==> config.mk <==
export PLATFORM = sky130hd
export DESIGN_NAME = anton_neopixel_sequencer
export DESIGN_NICKNAME = d
export VERILOG_FILES = /design/src/rtl/anton_neopixel_sequencer.sv
export SDC_FILE = /design/constraint.sdc
export NUM_CORES = 1
export LEC_CHECK = 0
export CORE_MARGIN = 2
export CORE_UTILIZATION = 57
export CTS_CLUSTER_SIZE = 25
export DETAILED_ROUTE_END_ITERATION = 8
export GPL_TIMING_DRIVEN = 0
export PLACE_DENSITY = 0.83
export SYNTH_ARGS = -nofsm -noshare
export SYNTH_HDL_FRONTEND = slang
export SYNTH_SLANG_ARGS = --single-unit
==> constraint.sdc <==
create_clock -name clk6_4mhz -period 3.3 [get_ports clk6_4mhz]
set_input_delay 0.66 -clock clk6_4mhz [delete_from_list [all_inputs] [get_ports clk6_4mhz]]
set_output_delay 0.66 -clock clk6_4mhz [all_outputs]
set_load 0.05 [all_outputs]
==> src/rtl/anton_neopixel_sequencer.sv <==
// NeoPixel frame sequencer: transmit/latch FSM plus pixel, bit and pattern-slot counters.
// Latency: a start edge is seen on one clock and TRANSMIT with zeroed counters is visible on the next; all outputs are registered.
// Backpressure: none; the encoder consumes the counters every cycle, and dropping run aborts the frame into a full latch period.
module anton_neopixel_sequencer #(
   parameter int BUFFER_END   = 31,
   parameter int RESET_CYCLES = 400,
   localparam int BUFFER_BITS = $clog2(BUFFER_END + 1)
) (
   input  logic                   clk6_4mhz,
   input  logic                   syncReset,
   input  logic                   reg_ctrl_run,
   input  logic                   reg_ctrl_loop,
   input  logic                   reg_ctrl_32bit,
   input  logic [BUFFER_BITS-1:0] reg_max,
   output logic                   state,
   output logic [BUFFER_BITS-1:0] pixel_index,
   output logic [4:0]             pixel_bit_index,
   output logic [2:0]             bit_pattern_index,
   output logic                   stream_sync,
   output logic                   frame_done
);

   localparam int LATCH_BITS = (RESET_CYCLES > 1) ? $clog2(RESET_CYCLES) : 1;
   localparam logic [LATCH_BITS-1:0]  LATCH_LAST = LATCH_BITS'(RESET_CYCLES - 1);
   localparam logic [LATCH_BITS-1:0]  LATCH_ONE  = LATCH_BITS'(1);
   localparam logic [BUFFER_BITS-1:0] END_IDX    = BUFFER_BITS'(BUFFER_END);
   localparam logic [BUFFER_BITS-1:0] IDX_ONE    = BUFFER_BITS'(1);
   localparam logic [BUFFER_BITS-3:0] GRP_ONE    = (BUFFER_BITS - 2)'(1);

   typedef enum logic [1:0] {
      S_IDLE     = 2'd0,
      S_TRANSMIT = 2'd1,
      S_LATCH    = 2'd2
   } fsm_t;

   fsm_t                   fsm_q, fsm_d;
   logic                   run_q, run_d;
   logic                   mode32_l_q, mode32_l_d;
   logic [BUFFER_BITS-1:0] max_l_q, max_l_d;
   logic [BUFFER_BITS-1:0] pixel_index_q, pixel_index_d;
   logic [4:0]             pixel_bit_q, pixel_bit_d;
   logic [2:0]             pattern_q, pattern_d;
   logic [LATCH_BITS-1:0]  latch_cnt_q, latch_cnt_d;
   logic                   state_q, state_d;
   logic                   stream_sync_q, stream_sync_d;
   logic                   frame_done_q, frame_done_d;

   logic                   start;
   logic                   last_pixel;
   logic [BUFFER_BITS-1:0] next_index;

   // Last-pixel test and next pixel address; the buffer-end terms stop the index from wrapping when max exceeds the buffer.
   always_comb begin
      start = reg_ctrl_run & ~run_q;
      if (mode32_l_q) begin
         last_pixel = (pixel_index_q[BUFFER_BITS-1:2] == max_l_q[BUFFER_BITS-1:2]) ||
                      (pixel_index_q[BUFFER_BITS-1:2] == END_IDX[BUFFER_BITS-1:2]);
         next_index = {pixel_index_q[BUFFER_BITS-1:2] + GRP_ONE, 2'b00};
      end else begin
         last_pixel = (pixel_index_q == max_l_q) || (pixel_index_q == END_IDX);
         next_index = pixel_index_q + IDX_ONE;
      end
   end

   // Next-state and counter logic for the IDLE / TRANSMIT / LATCH sequencer.
   always_comb begin
      fsm_d         = fsm_q;
      run_d         = reg_ctrl_run;
      mode32_l_d    = mode32_l_q;
      max_l_d       = max_l_q;
      pixel_index_d = pixel_index_q;
      pixel_bit_d   = pixel_bit_q;
      pattern_d     = pattern_q;
      latch_cnt_d   = latch_cnt_q;
      frame_done_d  = 1'b0;

      case (fsm_q)
         S_IDLE: begin
            pixel_index_d = '0;
            pixel_bit_d   = '0;
            pattern_d     = '0;
            latch_cnt_d   = '0;
            if (start) begin
               fsm_d      = S_TRANSMIT;
               mode32_l_d = reg_ctrl_32bit;
               max_l_d    = reg_max;
            end
         end
         S_TRANSMIT: begin
            if (!reg_ctrl_run) begin
               fsm_d         = S_LATCH;
               pixel_index_d = '0;
               pixel_bit_d   = '0;
               pattern_d     = '0;
               latch_cnt_d   = '0;
            end else begin
               pattern_d = pattern_q + 3'd1;
               if (pattern_q == 3'd7) begin
                  if (pixel_bit_q == 5'd23) begin
                     pixel_bit_d = '0;
                     if (last_pixel) begin
                        fsm_d         = S_LATCH;
                        pixel_index_d = '0;
                        latch_cnt_d   = '0;
                     end else begin
                        pixel_index_d = next_index;
                     end
                  end else begin
                     pixel_bit_d = pixel_bit_q + 5'd1;
                  end
               end
            end
         end
         S_LATCH: begin
            if (latch_cnt_q == LATCH_LAST) begin
               latch_cnt_d = '0;
               if (reg_ctrl_loop && reg_ctrl_run) begin
                  fsm_d      = S_TRANSMIT;
                  mode32_l_d = reg_ctrl_32bit;
                  max_l_d    = reg_max;
               end else begin
                  fsm_d        = S_IDLE;
                  frame_done_d = 1'b1;
               end
            end else begin
               latch_cnt_d = latch_cnt_q + LATCH_ONE;
            end
         end
         default: fsm_d = S_IDLE;
      endcase

      state_d       = (fsm_d != S_TRANSMIT);
      stream_sync_d = (fsm_d == S_LATCH) && (latch_cnt_d == LATCH_LAST);
   end

   // State registers; synchronous reset overrides everything.
   always_ff @(posedge clk6_4mhz) begin
      if (syncReset) begin
         fsm_q         <= S_IDLE;
         run_q         <= 1'b0;
         mode32_l_q    <= 1'b0;
         max_l_q       <= '0;
         pixel_index_q <= '0;
         pixel_bit_q   <= '0;
         pattern_q     <= '0;
         latch_cnt_q   <= '0;
         state_q       <= 1'b1;
         stream_sync_q <= 1'b0;
         frame_done_q  <= 1'b0;
      end else begin
         fsm_q         <= fsm_d;
         run_q         <= run_d;
         mode32_l_q    <= mode32_l_d;
         max_l_q       <= max_l_d;
         pixel_index_q <= pixel_index_d;
         pixel_bit_q   <= pixel_bit_d;
         pattern_q     <= pattern_d;
         latch_cnt_q   <= latch_cnt_d;
         state_q       <= state_d;
         stream_sync_q <= stream_sync_d;
         frame_done_q  <= frame_done_d;
      end
   end

   assign state             = state_q;
   assign pixel_index       = pixel_index_q;
   assign pixel_bit_index   = pixel_bit_q;
   assign bit_pattern_index = pattern_q;
   assign stream_sync       = stream_sync_q;
   assign frame_done        = frame_done_q;

endmodule
## After elaboration in Yosys (flattened, before gate mapping)

Index checks and enable logic that the tools add are counted.

- Output and inout bits: 16
- Flip-flop bits (word level): 34
- Input bits: 10

- Equality and inequality tests: 17
- Bitwise gates (word level): 4
- Reductions and logical operators: 11
- Muxes and demuxes: 36
- Add/sub/neg operators: 5

Operators by type and width:

| kind | number |
|---|---|
| 2-to-1 mux 5 bit | 11 |
| 2-to-1 mux 9 bit | 5 |
| one-hot mux 5 bit (2 select lines) | 3 |
| one-hot mux 9 bit (3 select lines) | 1 |
| == test 9 bit, second input constant | 2 |
| 2-to-1 mux 2 bit | 6 |
| adder 5 x 1 -> 5 bit, second input constant | 2 |
| == test 5 bit, second input constant | 2 |
| adder 9 x 1 -> 9 bit, second input constant | 1 |
| adder 3 x 1 -> 3 bit, second input constant | 2 |
| == test 3 bit, second input constant | 2 |
| 2-to-1 mux 1 bit | 6 |
| inequality test 2 bit, second input constant | 3 |
| inequality test 3 bit, second input constant | 2 |
| one-hot mux 2 bit (3 select lines) | 1 |
| one-hot mux 3 bit (2 select lines) | 1 |
| == test 5 bit | 1 |
| == test 2 bit, second input constant | 2 |
| AND reduction 4 bit | 1 |
| nonzero test 2 bit | 2 |
| == test 3 bit | 1 |
| 2-to-1 mux 3 bit | 1 |
| NOT 1 bit | 3 |
| AND reduction 3 bit | 1 |
| other kinds (9) | 11 |

## Logic depth before layout (Yosys ltp)

- Depth in word-level cells: 10
- Depth in mapped cells: 8
- Depth with buffers taken out: 8

## Least setup slack after synthesis

OpenSTA, ideal clock, no wires.

- Path type: flip-flop to flip-flop
- Start: register pixel_index_q[2], in the netlist pixel_index[2]
- End: register pixel_index_q[0], in the netlist pixel_index[0]
- Arrival: 2148 ps
- Cell stages (with the launch flop): 9
- Period minus slack after synthesis: 2207 ps
- Required time: 3241 ps
- Setup slack: 1093 ps
- Cells stage by stage: dfxtp_1 -> ha_1 -> and2_1 -> ha_1 -> nor2_1 -> o21ai_0 -> a2111o_1 -> nor2_1 -> mux2_2

- Word-level cells in the longest chain between the ends: 8
- Elaborated cells between the ends (all ways): 12
- Classes of those cells: eq/ne: 4; mux: 6; reduce/logical: 2

Ends and longest elaborated chain:

| what | line | RTL |
|---|---|---|
| start: declaration | 40 | `logic [BUFFER_BITS-1:0] pixel_index_q, pixel_index_d;` |
| start signal: assignment | 155 | `pixel_index_q <= pixel_index_d;` |
| == test 5 bit, or another cell as far along | 60 | `last_pixel = (pixel_index_q == max_l_q) \|\| (pixel_index_q == END_IDX);` |
| logical OR 1 bit (on tied branches) | 60, 56 |  |
| 2-to-1 mux 1 bit (*) | 55 | `if (mode32_l_q) begin` |
| 2-to-1 mux 5 bit (*) | 101 | `if (last_pixel) begin` |
| 2-to-1 mux 5 bit (*) | 99 | `if (pixel_bit_q == 5'd23) begin` |
| 2-to-1 mux 5 bit (*) | 98 | `if (pattern_q == 3'd7) begin` |
| 2-to-1 mux 5 bit (*) | 90 | `if (!reg_ctrl_run) begin` |
| one-hot mux 5 bit (2 select lines) (*) | 77 | `case (fsm_q)` |

Every way passes the cells marked *; elsewhere a longest branch is shown, timed or not. The select of a mux whose other input is x is not followed.
A chain may end at the register's enable or synchronous reset.

## Worst setup path in the final report

- Start: register pixel_index_q[2], in the netlist pixel_index[2]
- End: register stream_sync_q, in the netlist stream_sync

- Word-level cells in the longest chain between the ends: 10
- Elaborated cells between the ends (all ways): 20
- Classes of those cells: eq/ne: 6; mux: 11; reduce/logical: 3

Ends and longest elaborated chain:

| what | line | RTL |
|---|---|---|
| == test 5 bit, or another cell as far along | 60 |  |
| logical OR 1 bit (on tied branches) | 60, 56 |  |
| 2-to-1 mux 1 bit (*) | 55 |  |
| 2-to-1 mux 9 bit or 2-to-1 mux 2 bit (tied branches) | 101 |  |
| 2-to-1 mux 9 bit or 2-to-1 mux 2 bit (tied branches) | 99 |  |
| 2-to-1 mux 9 bit or 2-to-1 mux 2 bit (tied branches) | 98 |  |
| 2-to-1 mux 9 bit or 2-to-1 mux 2 bit (tied branches) | 90 |  |
| one-hot mux 9 bit (3 select lines) or one-hot mux 2 bit (3 select lines) (tied branches) | 77 |  |
| == test 9 bit or == test 2 bit (tied branches) | 133 | `stream_sync_d = (fsm_d == S_LATCH) && (latch_cnt_d == LATCH_LAST);` |
| logical AND 1 bit (*) | 133 |  |
| end signal: assignment | 160 | `stream_sync_q <= stream_sync_d;` |
| end: declaration | 45 | `logic stream_sync_q, stream_sync_d;` |

Every way passes the cells marked *; elsewhere a longest branch is shown, timed or not.

==> metrics.txt <==
# fillers between 200 and 300; footprint of the multi-input gates around 1100 sq um; run status finished, final reports clean; Placed Instances 288; total negative slack 0 ns; Tightest Pin Transition a little under 0.9 ns; Static Leak approximately 0.91 nW; critical path capture point type flop; fin nets approximately 270; num rows 20; setup bufs post-CTS 0; fmax 427 MHz; hold buffers post-CTS 0; first-pass GRT wire length 6.98 mm; CTS clk-pin slew, worst paths 0.11 ns; Worst EP required 3.57 ns; Peak VDD IR 273 uV; core box area approximately 3100 sq um; pin count of the biggest net entering global routing 11; clock root buffer clkbuf_4; vias in the first global route between 1.5k and 2k; area delta synth->final 18.7%; final core utilization 72.8%; most frequent cell on the critical path ha_1; remaining global-route overflow 0; drt drc 0; Synth Cell Area ~1900 sq um; dpl cell area 2200 sq um; pwr dens between 300 and 400 nW/um^2; Syn Nets 238; IO buf count 24; worst hold-check path type flop to flop; clk_skew ~0.0075 ns; end of the worst register-to-register path stream_sync$_SDFF_PP0_; critical path class flop to flop; routability congestion estimate around 0.87; post-synthesis register bit count 34; final setup vio count 0; Routed Antenna Nets 0; crit start category flop; HPWL after DPL 3.06 mm; GR Util All Layers 24.8%; crit share post-route 71.0%; Hold Fails Final Rpt 0; final WL about 4.2 mm; WHS Endpoint pixel_bit_index[1]$_SDFFE_PP0P_; initial antenna violation count 0; Worst path max stage delay 0.58 ns; Seq/Total Area, Yosys 35.8%; Primary FF master, synth dfxtp_1; layout cell share with drive strength beyond 1 7.94%; Critical R2R Launch pixel_index[2]$_SDFFE_PP0P_; htree depth 2; Ys Warns 0; Max Root-Sink Buffers 2; number of diodes 0; Vias/cell 5.97; Slew Limit Fails 0; top post-synthesis cells by count dfxtp_1, nor2_1, a21oi_1; min cycle time layout 2.34 ns; Clock Latency Late Sink about 0.35 ns; RSZ-0062 raised after global routing no; synth unique cells 53; Synth async-reset ratio 0%; non-filler cells, final 296; max-slew headroom at the worst pin 41.6%; Power Total between 0.7 and 0.8 mW; Register Area just under 700 sq um; MaxCap Viol Count 0; R2R Setup Slk 0.96 ns; Finished Cell Area 2260 sq um; Starting Density 61.3%; Max FO, Critical Path 7; Synth top area share 35.8%; crit path cell chain ha_1, and2_1, ha_1, mux2i_1, o31ai_1, a41oi_1, o2111ai_1, nor4_1; Die Wd roughly 60 um; drt wl/cell 14.2 um; CTS Sinks 34; Arrival @ worst endpoint approximately 2.6 ns; post_cts resized 0; Num CTS Buffers 5; number of DRC markers in iteration 0 177; via count 1,766; Yosys top cell by area dfxtp_1; DRT Pass-1 Iters 5; Slowest-stage cell, CP a41oi_1; I/O pins 26; WHS Path Cells 2; synthesized netlist cell count 220; worst hold start pixel_bit_index[1]$_SDFFE_PP0P_; Die Span Y 61.8 um; most frequent cell after synthesis dfxtp_1; Avg Synthesized Cell Area 8.65 sq um; CTS tree yes; R2R cell count 8; EDFF count, synth 0; Area contributors post-synth dfxtp_1, a21oi_1, ha_1; die area 3820 sq um
## layer usage
metal | up-vias | GRT usage (%) | part of all wire (%)
met1 | 816 | 33.3 | 46
met2 | 67 | 36.8 | 45
met5 | - | 0 | 0
met4 | 0 | 9.42 | 1.2
li1 | 877 | - | -
met3 | 6 | 8.49 | 8.2
## final cells by class
type,instances,share of cell area [%]
buffer,12,4.10
clock buffer,7,2.44
clock inverter,1,0.222
inverter,6,0.997
multi-input combinational,168,49.0
sequential,34,30.1
tap,44,2.44
timing repair buffer,24,10.6
## sequential cells by signal, summed over array words and instances, names as in the netlist
signal,flops
bit_pattern_index,3
frame_done,1
fsm_q,2
latch_cnt_q,9
max_l_q,5
mode32_l_q,1
pixel_bit_index,5
pixel_index,5
run_q,1
state,1
stream_sync,1
## power by group
part | total, mW | switching [mW] | internal, mW
clock | 0.246 | 0.143 | 0.103
combinational | 0.105 | 0.0600 | 0.0448
sequential | 0.430 | 0.00899 | 0.421
## worst max-delay path, delay by kind of cell, from the launching register on
kind / cells / cell delay [ns]
AOI/OAI and AO/OA: 3 / 0.94
adders and majority gates: 2 / 0.44
DFF: 1 / 0.39
muxes: 1 / 0.16
and+or+nand+nor: 2 / 0.32
## cell usage in the layout (no fill, tap or decap), types with 5 or more instances in the layout
cell,netlist,final
a21oi_1,21,21
and3_1,5,5
clkbuf_1,5,6
clkbuf_4,0,5
clkdlybuf4s50_1,0,24
dfxtp_1,34,34
ha_1,8,8
inv_1,6,6
mux2i_1,8,8
nand2_1,8,8
nand3_1,10,10
nor2_1,26,26
nor3_1,5,5
o21ai_0,15,15
xor2_1,5,5
## through the flow
| stage | hold WS, ns | setup WS, ns |
|---|---|---|
| 2_1_floorplan | 0.484 | 1.09 |
| 3_5_place_dp | 0.479 | 0.876 |
| 3_3_place_gp | 0.480 | 0.894 |
| 4_1_cts | 0.504 | 0.955 |
| 6_report | 0.499 | 0.958 |
| 5_1_grt | 0.529 | 0.729 |
## logic make-up after synthesis
family                     Yosys count  synth area share [%]
and+or+nand+nor                     80                  23.3
DFF                                 34                  35.8
AOI/OAI and AO/OA                   63                  21.2
muxes                                9                  4.80
adders and majority gates            8                  5.26
xor gates and xnor gates             8                  3.68
buffers and inverters               18                  6.05
## how the worst max path moves through the flow
stage,cells after the start,endpoint,startpoint,slack [ns]
6_report,8,stream_sync$_SDFF_PP0_,pixel_index[2]$_SDFFE_PP0P_,0.96
5_1_grt,8,stream_sync$_SDFF_PP0_,pixel_index[2]$_SDFFE_PP0P_,0.73
4_1_cts,1,pixel_index[2],pixel_index[2]$_SDFFE_PP0P_,0.96
3_5_place_dp,6,pixel_index[3]$_SDFFE_PP0P_,reg_ctrl_run,0.88
3_3_place_gp,6,pixel_index[0]$_SDFFE_PP0P_,reg_ctrl_run,0.89
2_1_floorplan,8,pixel_index[0]$_SDFFE_PP0P_,pixel_index[2]$_SDFFE_PP0P_,1.09
Note: power is estimated with default switching activity, not from simulation.
